File: src/rtl/mod12_counter.sv
// Purpose: loadable up/down modulo-MODULUS counter; out-of-range loads are forced to zero.
// Latency: every control input affects dout one clock after it is sampled.
// Backpressure: none; the counter updates on every edge and dout is read every clock.
module mod12_counter #(
  parameter int WIDTH   = 4,
  parameter int MODULUS = 12
) (
  input  logic             clk,
  input  logic             rst,
  input  logic             load,
  input  logic             up_down,
  input  logic [WIDTH-1:0] din,
  output logic [WIDTH-1:0] dout
);

  // Bounds held one bit wider than the count so that the increment and
  // decrement can be compared without any wrap at the WIDTH boundary.
  localparam logic [WIDTH:0] MAX_VAL = (WIDTH+1)'(MODULUS - 1);
  localparam logic [WIDTH:0] ONE     = (WIDTH+1)'(1);

  logic [WIDTH-1:0] dout_d;
  logic [WIDTH-1:0] dout_q;
  logic [WIDTH:0]   din_ext;
  logic [WIDTH:0]   cur_ext;
  logic [WIDTH:0]   inc_ext;

  assign din_ext = {1'b0, din};
  assign cur_ext = {1'b0, dout_q};
  assign inc_ext = cur_ext + ONE;

  // Next count: load wins over counting; both directions wrap explicitly at the modulus.
  always_comb begin
    dout_d = dout_q;
    if (load) begin
      if (din_ext <= MAX_VAL) begin
        dout_d = din;
      end else begin
        dout_d = '0;
      end
    end else if (up_down) begin
      if (inc_ext > MAX_VAL) begin
        dout_d = '0;
      end else begin
        dout_d = inc_ext[WIDTH-1:0];
      end
    end else begin
      if (cur_ext == '0) begin
        dout_d = MAX_VAL[WIDTH-1:0];
      end else begin
        dout_d = dout_q - WIDTH'(1);
      end
    end
  end

  // Count register; reset is synchronous and overrides load and count.
  always_ff @(posedge clk) begin
    if (!rst) begin
      dout_q <= '0;
    end else begin
      dout_q <= dout_d;
    end
  end

  assign dout = dout_q;

endmodule

File: config.mk
export PLATFORM = sky130hd
export DESIGN_NAME = mod12_counter
export DESIGN_NICKNAME = d
export VERILOG_FILES = /design/src/rtl/mod12_counter.sv
export SDC_FILE = /design/constraint.sdc
export NUM_CORES = 1
export LEC_CHECK = 0
export CORE_AREA = 4 4 41 43
export DETAILED_ROUTE_END_ITERATION = 8
export DIE_AREA = 0 0 45 47
export GPL_TIMING_DRIVEN = 0
export PLACE_DENSITY = 0.67
export SLEW_MARGIN = 20
export SYNTH_ARGS = -nofsm -noshare
export SYNTH_HDL_FRONTEND = slang
export SYNTH_SLANG_ARGS = --single-unit
File: constraint.sdc
create_clock -name clk -period 3.3 [get_ports clk]
set_input_delay 0.99 -clock clk [delete_from_list [all_inputs] [get_ports clk]]
set_output_delay 0.99 -clock clk [all_outputs]
set_load 0.05 [all_outputs]
Word level (Yosys, flattened, before mapping)
Cells that the tools add are included.
{"block": "word_totals", "ff_bits": 4, "wordCells": 11}
{"block": "classes", "n_addsub": 2, "magnitude_cmp": 2, "mux": 5, "n_reduce_logical": 1}
{"cell": "4-bit 2-to-1 mux", "n": 5}
{"cell": "4-bit by 1-bit adder with 5-bit output, second input constant", "n": 1}
{"cell": "5-bit by 4-bit greater-than comparator with 1-bit output, second input constant", "n": 1}
{"cell": "5-bit logical NOT", "n": 1}
{"cell": "4-bit less-or-equal comparator, second input constant", "n": 1}
{"cell": "4-bit by 1-bit subtractor with 4-bit output, second input constant", "n": 1}

Logic depth before layout (Yosys ltp)
Gate-level depths: netlist of run 1.
{"block": "depth", "word_depth": 5, "ltp_mapped": 6}

Least setup slack after synthesis of run 1
Ideal clock, no wire load.
{"block": "synth_path", "kind": "register -> register", "from": "register dout_q[0] (netlist: dout[0])", "to": "register dout_q[2] (netlist: dout[2])", "setup_time_ns": 0.092, "t_arrival_ns": 1.840, "required_ns": 3.208, "path_slack_ns": 1.368, "stages_incl_launch_ff": 7, "period_less_slack_ns": 1.932, "cell_sequence": "dfxtp_1 -> inv_1 -> ha_1 -> nor2b_1 -> o311ai_0 -> o21ai_0 -> o32ai_1"}
{"block": "synth_between", "elab_chain_cells": 5, "elab_cells_between_ends": 8, "classes_between": "2 x add/sub; 1 x order compare; 4 x mux; 1 x reduce/logical"}
{"element": "start, declared", "line_no": "22", "rtl": "logic [WIDTH-1:0] dout_q;"}
{"element": "start signal, assigned", "line_no": "60", "rtl": "dout_q <= dout_d;"}
{"element": "4-bit by 1-bit adder with 5-bit output", "line_no": "29", "rtl": "assign inc_ext = cur_ext + ONE;"}
{"element": "5-bit by 4-bit greater-than comparator with 1-bit output", "line_no": "41", "rtl": "if (inc_ext > MAX_VAL) begin"}
{"element": "4-bit 2-to-1 mux", "line_no": "41"}
{"element": "4-bit 2-to-1 mux (*)", "line_no": "40", "rtl": "end else if (up_down) begin"}
{"element": "4-bit 2-to-1 mux (*)", "line_no": "34", "rtl": "if (load) begin"}
Every way passes the cells marked *; elsewhere a longest branch is shown, timed or not.
A chain may end at the register's enable or synchronous reset.

Worst setup path after layout of run 1
{"block": "layout_path", "from": "register dout_q[0] (netlist: dout[0])", "to": "output port dout[0]"}
{"element": "end, declared", "line_no": "13", "rtl": "output logic [WIDTH-1:0] dout"}
No word-level cell between the ends.

==> summary.md, run 1 <==
| Metric | Value |
|---|---|
| Result of the run | finished clean |
| Peak-usage layer in the global routing report | met2 |
| Met3 usage | 0.0115 |
| TritonCTS clock tree | yes |
| Wire length of the first global-routing pass | 1400 µm |
| Worst reg-to-reg path cell count | 6 |
| Core area | 1300 µm² |
| Compound-gate portion of the synthesized area | 0.291 |
| Post-synthesis instance total | 52 |
| Switch Pwr | 79.6 µW |
| Crit path buf inv count | 1 |
| Most common cell after layout, fill and taps aside | sky130_fd_sc_hd__clkdlybuf4s50_1 |
| Worst-path clk slew | 0.04 ns |
| Portion of netlist area occupied by mux cells | 0.0253 |
| Time the final worst path needs with I/O delays and setup | 2.55 ns |
| Hold-fix buffer count after cts | 0 |
| Pint | 135 µW |
| Number of vias per cell after detailed routing | 5.36 |
| Die outline area | 2120 µm² |
| Cell count along the critical path | 1 |
| TritonCTS buffer count | 3 |
| Class of the most critical hold timing path | reg2reg |
| Max-slew violations | 0 |
| Startpoint type of the worst setup path | flip-flop |
| R2R Setup Slk | 1.52 ns |
| Post-detailed-route wirelength per cell | 11.3 µm |
| Total number of clock tree sinks | 4 |
| Part of the power in the clock network | 0.283 |
| Critical R2R Launch | dout[0] |
| Crit path arrival time | 1.56 ns |
| Family of cells with the greatest summed delay on the critical path | buffers and inverters |
| Global placement routability congestion | 0.678 |
| Headroom to the max-slew limit | 0.669 |
| Number of buffers added for setup after CTS | 0 |
| Largest voltage drop on the vdd net | 0.193 mV |
| Syn Area/Cell | 7.60 µm² |
| Synthesized net count | 64 |
| Fin area | 537 µm² |
| Number of register bits inferred by synthesis | 4 |
| Required time of the critical path | 2.31 ns |
| Site Rows | 13 |
| GRT Residual Overflow | 0 |
| Root Buffer | sky130_fd_sc_hd__clkbuf_4 |
| Drt initial violations | 7 |
| Setup Crit Path Kind | reg2out |
| Sum Neg Setup Slack | 0 ns |
| Commonest cells after routing, fill and taps aside | sky130_fd_sc_hd__clkdlybuf4s50_1, sky130_fd_sc_hd__inv_1, sky130_fd_sc_hd__o21ai_0 |
| Number of levels the H-tree was split into | 1 |
| Post-cts repair resize count | 0 |
| Share of the synthesized netlist area taken by xor and xnor gates | 0 |
| CP max-delay cell | sky130_fd_sc_hd__clkdlybuf4s50_1 |
| Number of flip-flops in the largest register | 4 |
| Via count of the first global-routing pass | 333 |
| Die span in x | 45 µm |
| Number of cells in the design after placement | 77 |
| Met2 capacity usage during global routing | 0.150 |
| Main combinational cell family by area after synthesis | compound AO/OA/AOI/OAI gates |
| Setup skew after layout | 0.00630 ns |
| Max Fanout on Critical Path | 8 |
| Max Buffers Root-to-Sink | 2 |
| Clock latency on the worst-skew pair | 0.24 ns |
| Final cell count without fillers | 80 |
| Simple logic cell fraction of the synthesized area | 0.266 |
| Fin Hold WS | 0.741 ns |
| Share of Yosys cell area claimed by the top area cell type | 0.203 |
| Core occupancy in the finished layout | 0.413 |
| Initial Utilization | 0.304 |
| Count of inserted antenna diode cells | 0 |
| Hold endpoint | dout[0] |
| Slew at the pin closest to its max-slew limit | 0.495 ns |
| Total track usage | 0.0947 |
| Total via count in the routed design | 429 |
| Grt met1 use | 0.104 |
| Number of unique standard cell types used by synthesis | 27 |
| Combinational fraction of design power | 0.422 |
| Upper clock frequency limit | 391 MHz |
| Maxcap violations | 0 |
| Post-Route WL | 901 µm |
| Cell types occupying the most area after synthesis | sky130_fd_sc_hd__dfxtp_1, sky130_fd_sc_hd__ha_1, sky130_fd_sc_hd__o21ai_0 |
| Final net count | 79 |
| Final hold violations | 0 |
| Synthesis warning total | 0 |
| Height of the chip | 47 µm |
| Number of antenna violations at the first check in global routing | 0 |
| Fraction of final layout cells sized beyond drive strength 1 | 0.0923 |
| Share of total power in sequential cells | 0.295 |
| Post-synthesis cell area | 395 µm² |
| End of the worst register-to-register path | dout[2] |
| Period utilization | 0.774 |
| Remaining antenna violation count after routing | 0 |
| # IOs | 12 |
| Most area-hungry cell type in the Yosys netlist | sky130_fd_sc_hd__dfxtp_1 |
| Static Leak | 0.000224 µW |
| DRC viols | 0 |
| Largest net degree at the start of global routing | 11 |
| Setup violations, final | 0 |
| Maximum single-stage delay on the critical path | 0.86 ns |
| Unrepaired setup endpoints after global routing | false |
| Crit. End Element | output pin |
| Net Sw Frac | 0.371 |
| Area share of fa/ha/maj cells after synthesis | 0.127 |
| Number of cells traversed by the worst hold path | 3 |
| Sequential cell area fraction in the yosys report | 0.203 |
| Detailed-router iteration count before antenna repair | 4 |
| Hold Startpoint | dout[2] |
| Cell breakdown of the critical path | clkdlybuf4s50_1 |
| Count of fill cells added during filler insertion | 141 |
| Quantity of I/O buffers inserted on ports | 10 |
| Power density over the cells | 399 nW/µm² |
| Area growth from synthesis to layout | 35.8% |
| Post-Place Cell Area | 514 µm² |
==> power by group through the flow <==
stage / logic, µW / registers [µW] / clock network, µW
after floorplan: 44.5 / 80.0 / 0
after global placement: 89.6 / 63.6 / 0
after detailed placement: 90.6 / 63.9 / 0
after CTS: 90.9 / 63.1 / 64.2
after global routing: 98.9 / 64.9 / 63.8
final: 90.4 / 63.2 / 60.7
==> cells in the mapped netlist <==
master	count
sky130_fd_sc_hd__a21oi_1	3
sky130_fd_sc_hd__a2bb2oi_1	2
sky130_fd_sc_hd__a311oi_1	1
sky130_fd_sc_hd__a31oi_1	1
sky130_fd_sc_hd__and2_1	1
sky130_fd_sc_hd__and3b_1	1
sky130_fd_sc_hd__buf_2	1
sky130_fd_sc_hd__buf_6	1
sky130_fd_sc_hd__dfxtp_1	4
sky130_fd_sc_hd__ha_1	4
sky130_fd_sc_hd__inv_1	5
sky130_fd_sc_hd__mux2i_1	1
sky130_fd_sc_hd__nand2_1	4
sky130_fd_sc_hd__nand2b_1	1
sky130_fd_sc_hd__nand2b_2	1
sky130_fd_sc_hd__nand3_1	2
sky130_fd_sc_hd__nor2_1	3
sky130_fd_sc_hd__nor2b_1	2
sky130_fd_sc_hd__nor3_1	2
sky130_fd_sc_hd__nor3b_1	1
sky130_fd_sc_hd__nor4b_1	1
sky130_fd_sc_hd__o21a_1	1
sky130_fd_sc_hd__o21ai_0	5
sky130_fd_sc_hd__o21bai_1	1
sky130_fd_sc_hd__o311a_1	1
sky130_fd_sc_hd__o311ai_0	1
sky130_fd_sc_hd__o32ai_1	1
==> how the worst max path moves through the flow <==
stage	start	endpoint	slack (ns)
after floorplan	dout[0]	dout[2]	1.37
after global placement	dout[1]	dout[1]	1.0
after detailed placement	dout[0]	dout[0]	1.0
after CTS	dout[0]	dout[0]	0.75
after global routing	dout[1]	dout[1]	0.70
final	dout[0]	dout[0]	0.75
==> metal layers <==
layer | up-vias | part of all wire | wire length, µm
li1 | 217 | - | -
met2 | 13 | 0.51 | 456
met5 | - | 0 | 0
met1 | 197 | 0.44 | 396
met4 | 0 | 0.0089 | 8
met3 | 2 | 0.044 | 40
==> through the flow <==
stage               setup slack, ns  power, µW
floorplan                      1.37        124
global placement              0.996        153
detailed placement            0.999        154
CTS                           0.745        218
global route                  0.696        228
finish                        0.745        214
==> logic make-up after synthesis <==
family / Yosys count
buffers and inverters: 7
AO/OA/AOI/OAI: 17
multiplexers: 1
AND/OR/NAND/NOR: 19
flip-flops: 4
adder cells (fa/ha/maj): 4
==> layout make-up <==
cell class | count | area, µm² | area share
Multi-Input combinational cell | 41 | 280 | 0.522
Timing Repair Buffer | 10 | 100 | 0.186
Sequential cell | 4 | 80.1 | 0.149
Clock buffer | 3 | 22.5 | 0.0420
Inverter | 5 | 18.8 | 0.0350
Tap cell | 15 | 18.8 | 0.0350
Buffer | 2 | 16.3 | 0.0303
No activity file was read; power rests on OpenSTA's default activity.
==> run 2: changes to the inputs <==
clock period = 2.6 ns   (was 3.3 ns; I/O delays follow)
==> results of run 2 <==
Same layout as run 1 (identical final DEF). Status: finished clean.
Main changes from that run: setup slack after placement 0.999 ns -> 0.509 ns; setup slack after layout 0.745 ns -> 0.255 ns; register-to-register setup slack 1.52 ns -> 0.82 ns; total power 214 µW -> 272 µW; worst IR drop on VDD 0.193 mV -> 0.245 mV
==> patch 1 (flow settings as in run 2) <==
Register the inputs `load`, `up_down` and `din` before use, without a reset. The logic sees them one clock later.
--- a/src/rtl/mod12_counter.sv
+++ b/src/rtl/mod12_counter.sv
@@ -20,2 +20,12 @@
 
+  logic load_q;
+  logic up_down_q;
+  logic [WIDTH-1:0] din_q;
+
+  always_ff @(posedge clk) begin
+    load_q    <= load;
+    up_down_q <= up_down;
+    din_q     <= din;
+  end
+
   logic [WIDTH-1:0] dout_d;
@@ -26,3 +36,3 @@
 
-  assign din_ext = {1'b0, din};
+  assign din_ext = {1'b0, din_q};
   assign cur_ext = {1'b0, dout_q};
@@ -33,5 +43,5 @@
     dout_d = dout_q;
-    if (load) begin
+    if (load_q) begin
       if (din_ext <= MAX_VAL) begin
-        dout_d = din;
+        dout_d = din_q;
       end else begin
@@ -39,3 +49,3 @@
       end
-    end else if (up_down) begin
+    end else if (up_down_q) begin
       if (inc_ext > MAX_VAL) begin
Check against the original RTL: not equivalent (a bounded check fails within 4 cycles, from zero or initial values and one cycle with rst low).
==> patch 1 against run 2 <==
  * Critical path depth is the same
  * Sequential cell count is 6 higher
  * Critical endpoint is now dout[3]
  * Design area up 22%
  * Global-route usage grew 1.2 points
  * Via count is 4.7% higher
  * Die area did not move
  * Sequential share of layout area is 16 points higher
  * First-iteration DRC count rose by 29%
  * Power rose by 42%
  * Worst setup slack lost 0.040 ns
  * Routed wire length up 8.7%
  * Cell count is 7.5% higher
  * Highest routed layer is now met3
  * Hold slack worse by 0.28 ns
  * Area after synthesis up 28%
==> patch 1: results <==
[outcome]
status = "complete, no violations"

[clock_tree]
cts_setup_buffers = 0
cts.reportedPaths.clkPinSlew_ns = 0.06
cts_buffer_depth = 2
clockRootBuffer = "clkbuf_4"
clk_latency_ns = 0.25

[final_layout]
seq_cells = 10
clk_share_pct = 3.435
drive_above_1_share_pct = 4.225
multi_input_area_share_pct = 42.94
inverters_excl_clock = 5
sh_seq_area_pct = 30.53
multi_input_cells = 41
fill_cells = 134
nets = 85
buffer_area_share_pct = 17.37

[logic_synthesis]
syn-num-nets = 69
synthMuxAreaShare_pct = 3.970
yosysUniqueCellTypes = 25
synth_compound_area_share_pct = 21.59
synth_common_cells = "dfxtp_1 (10), inv_1 (5), o21ai_0 (5)"
synth_fa_ha_area_share_pct = 9.926
synth_area_leaders = "dfxtp_1 (40%), ha_1 (9.9%), o21ai_0 (5.0%)"
ys_seq_area_share_pct = 39.70
async_flop_share_pct = 0

[placement]
place.gp.congestion = 0.7885
dpl_worst_slack_ns = 0.4935
hpwl_um = 769.5
portBuffers = 11

[global_routing]
grt_use_total_pct = 10.70
gr-usage-met2_pct = 18.64
grt_util_met1_pct = 12.39
grt_pass1_wl_um = 1628
grt_max_degree = 11
grt_pass1_vias = 411

[worst_setup_path]
cp.arrival_ns = 1.60
crit_fanout = 10

[pwr]
p_leak_uw = 0.0002708
peakVddDrop_v = 0.0003140

[sta]
setup_viol = 0
finalClockSkew_ns = 0.002207
worst_pin_slew_ns = 0.4911

[route]
num_vias = 449
drtIter0Drc = 9
drt-total-wl_um = 979
==> patch 1: metal layers <==
layer | wire (µm) | part of all wire (%) | up-vias
met2 | 478 | 49 | 12
met5 | 0 | 0 | -
met4 | 0 | 0 | 0
li1 | - | - | 230
met3 | 57 | 5.8 | 0
met1 | 443 | 45 | 207
==> patch 1: stage by stage <==
| stage | cells | hold WS, ns | cell area, µm² | power, µW |
|---|---|---|---|---|
| 2_1_floorplan | 57 | 0.4145 | 504.2 | 254.5 |
| 3_3_place_gp | 83 | 0.4386 | 633.1 | 290.4 |
| 3_5_place_dp | 83 | 0.4388 | 633.1 | 292.3 |
| 4_1_cts | 86 | 0.4562 | 655.6 | 393.0 |
| 5_1_grt | 86 | 0.4949 | 655.6 | 414.5 |
| 6_report | 86 | 0.4565 | 655.6 | 385.5 |
==> patch 1: power breakdown <==
| group | internal (µW) | total [µW] | leakage [µW] | switching, µW |
|---|---|---|---|---|
| clock | 53.0 | 96.8 | 0.0000138 | 43.9 |
| sequential | 165 | 180 | 0.0000838 | 14.5 |
| combinational | 49.2 | 109 | 0.000173 | 59.9 |
| total | 267 | 386 | 0.000271 | 118 |
==> patch 1: final timing paths <==
path	end	slack, ns	start	cells past startpoint
setup / recovery	dout[3]	0.22	dout[3]	1
hold / removal	dout[0]	0.46	din_q[0]	2
setup reg to reg	dout[2]	0.83	dout[0]	6
hold reg to reg	dout[0]	0.46	din_q[0]	2
==> patch 1: cells by family (layout without fill, tap and decap cells) <==
kind of cell    Yosys count  after routing
compound gates           16             16
fa+ha+maj                 4              4
buf+inv                   6             20
flops                    10             10
mux                       2              2
simple gates             19             19
==> patch 2 (config.mk and constraints of run 2) <==
Without the edit above. `WIDTH`: 4 -> 5.
--- a/src/rtl/mod12_counter.sv
+++ b/src/rtl/mod12_counter.sv
@@ -4,3 +4,3 @@
 module mod12_counter #(
-  parameter int WIDTH   = 4,
+  parameter int WIDTH   = 5,
   parameter int MODULUS = 12
Interface: changed (resized din and dout); port bits go from 12 to 14. No check against the original RTL was run, so the function may have changed too.
==> patch 2 against run 2 <==
  * Design area rose by 10%
  * Sequential cell count rose by 1
  * Area after synthesis rose by 8.2%
  * Count of clock-buffer cells in the layout rose by 1
  * Routed wire length rose by 14%
  * Cell count rose by 3.8%
  * Power fell by 0.47%
  * Worst setup slack got worse by 0.015 ns
  * Largest power group unchanged
  * Highest routed layer is now met3
==> patch 2: results <==
[worst_setup_path]
cpPeakStageDelay_ns = 0.88
cpMaxStageDelayCell = "clkdlybuf4s50_1"
crit_fanout = 8
cp.arrival_ns = 1.58
critPathTopFamily = "buffers and inverters"

[clock_tree]
cts_resized = 0
cts_setup_buffers = 0
cts_made_buffers = 3
clockRootBuffer = "clkbuf_4"
cts_buffer_depth = 2
cts.reportedPaths.clkPinSlew_ns = 0.04
clk_latency_ns = 0.24
htree_num_levels = 1

[sta]
finalClockSkew_ns = 0.002522
slew_headroom_pct = 64.88

[logic_synthesis]
yosys_warnings = 0
syn_avg_cell_area_um2 = 8.229
ys_seq_area_share_pct = 23.39
synth_area_leaders = "dfxtp_1 (23%), ha_1 (5.8%), buf_6 (5.3%)"
synthFlopType = "dfxtp_1"
syn-num-nets = 63
yosysUniqueCellTypes = 30
synth_common_cells = "dfxtp_1 (5), inv_1 (4), nand2_1 (4), nand3_1 (4), nor2_1 (4)"
async_flop_share_pct = 0

[global_routing]
grt_pass1_wl_um = 1690
antenna_found_initial = 0
grt_use_total_pct = 11.23
grt_max_degree = 11
grt_pass1_vias = 406

[final_layout]
drive_above_1_share_pct = 16.18
largest_reg_flops = 5
n_antenna_cell = 0
fill_cells = 141
nets = 80

[route]
first_pass_iters = 4
drt-total-wl_um = 1031
drtIter0Drc = 14
num_vias = 431
vias_per_cell = 5.193

[placement]
placed_cells = 79
hpwl_um = 807.4
place.gp.congestion = 0.8608
portBuffers = 12

[pwr]
peakVddDrop_v = 0.0003360
p_leak_uw = 0.0002325

[outcome]
status = "complete, no violations"

[worst_hold_path]
hold_class = "flop to flop"
patch 2: cell count changes in the layout (fill, tap and decap cells not counted), moves of 2 or more:
cell / run 2 / this run
a21oi_1: 3 / 1
a2bb2oi_1: 2 / 0
clkdlybuf4s50_1: 10 / 12
ha_1: 4 / 2
nand3_1: 2 / 4
o211ai_1: 0 / 2
o21ai_0: 5 / 1
patch 2: layout make-up:
cell class	count	area, µm²	area share [%]
clock buffers	4	26.28	4.430
flip-flops and latches	5	100.1	16.88
inverters	4	15.01	2.532
well taps	15	18.77	3.165
plain buffers	2	22.52	3.797
multi-input cells	41	290.3	48.95
repair buffers	12	120.1	20.25
patch 2: metrics by stage:
| step | instance area [µm²] | utilization, % | worst slack, ns | total power (µW) |
|---|---|---|---|---|
| 4_1_cts | 593.1 | 45.58 | 0.2266 | 275.7 |
| 3_3_place_gp | 566.8 | 43.56 | 0.5041 | 182.2 |
| 6_report | 593.1 | 45.58 | 0.2399 | 270.8 |
| 2_1_floorplan | 427.9 | - | 0.7711 | 152.3 |
| 3_5_place_dp | 566.8 | 43.56 | 0.5006 | 183.5 |
| 5_1_grt | 593.1 | 45.58 | 0.1910 | 291.5 |
patch 2: power by group:
group          leakage [µW]  internal (µW)  total, µW  switching, µW
clock             0.0000150           57.9       88.1           30.2
combinational      0.000176           43.5       92.5           49.0
sequential        0.0000411           81.8       90.2           8.37
patch 2: kinds of logic (layout without fill, tap and decap cells):
kind of cell / count (synthesis) / after routing / synth area share [%]
adder cells (fa/ha/maj): 2 / 2 / 5.847
AND/OR/NAND/NOR: 24 / 24 / 31.00
AO/OA/AOI/OAI: 12 / 12 / 23.39
flip-flops: 5 / 5 / 23.39
buffers and inverters: 6 / 22 / 8.771
multiplexers: 1 / 1 / 3.508
XOR/XNOR: 2 / 2 / 4.094
patch 2: path summary, 6_finish.rpt:
kind,start,to,slack (ns),cells after the start
max,dout[2],dout[2],0.24,1
min,dout[4],dout[4],0.54,1
max reg2reg,dout[0],dout[2],0.97,5
min reg2reg,dout[4],dout[4],0.54,1
patch 2: layer usage:
metal / up-vias / share of wire (%) / GRT usage [%]
met3: 0 / 7.8 / 5.747
li1: 220 / - / -
met4: 0 / 0 / 3.509
met5: - / 0 / 0
met2: 16 / 49 / 18.08
met1: 195 / 44 / 13.01
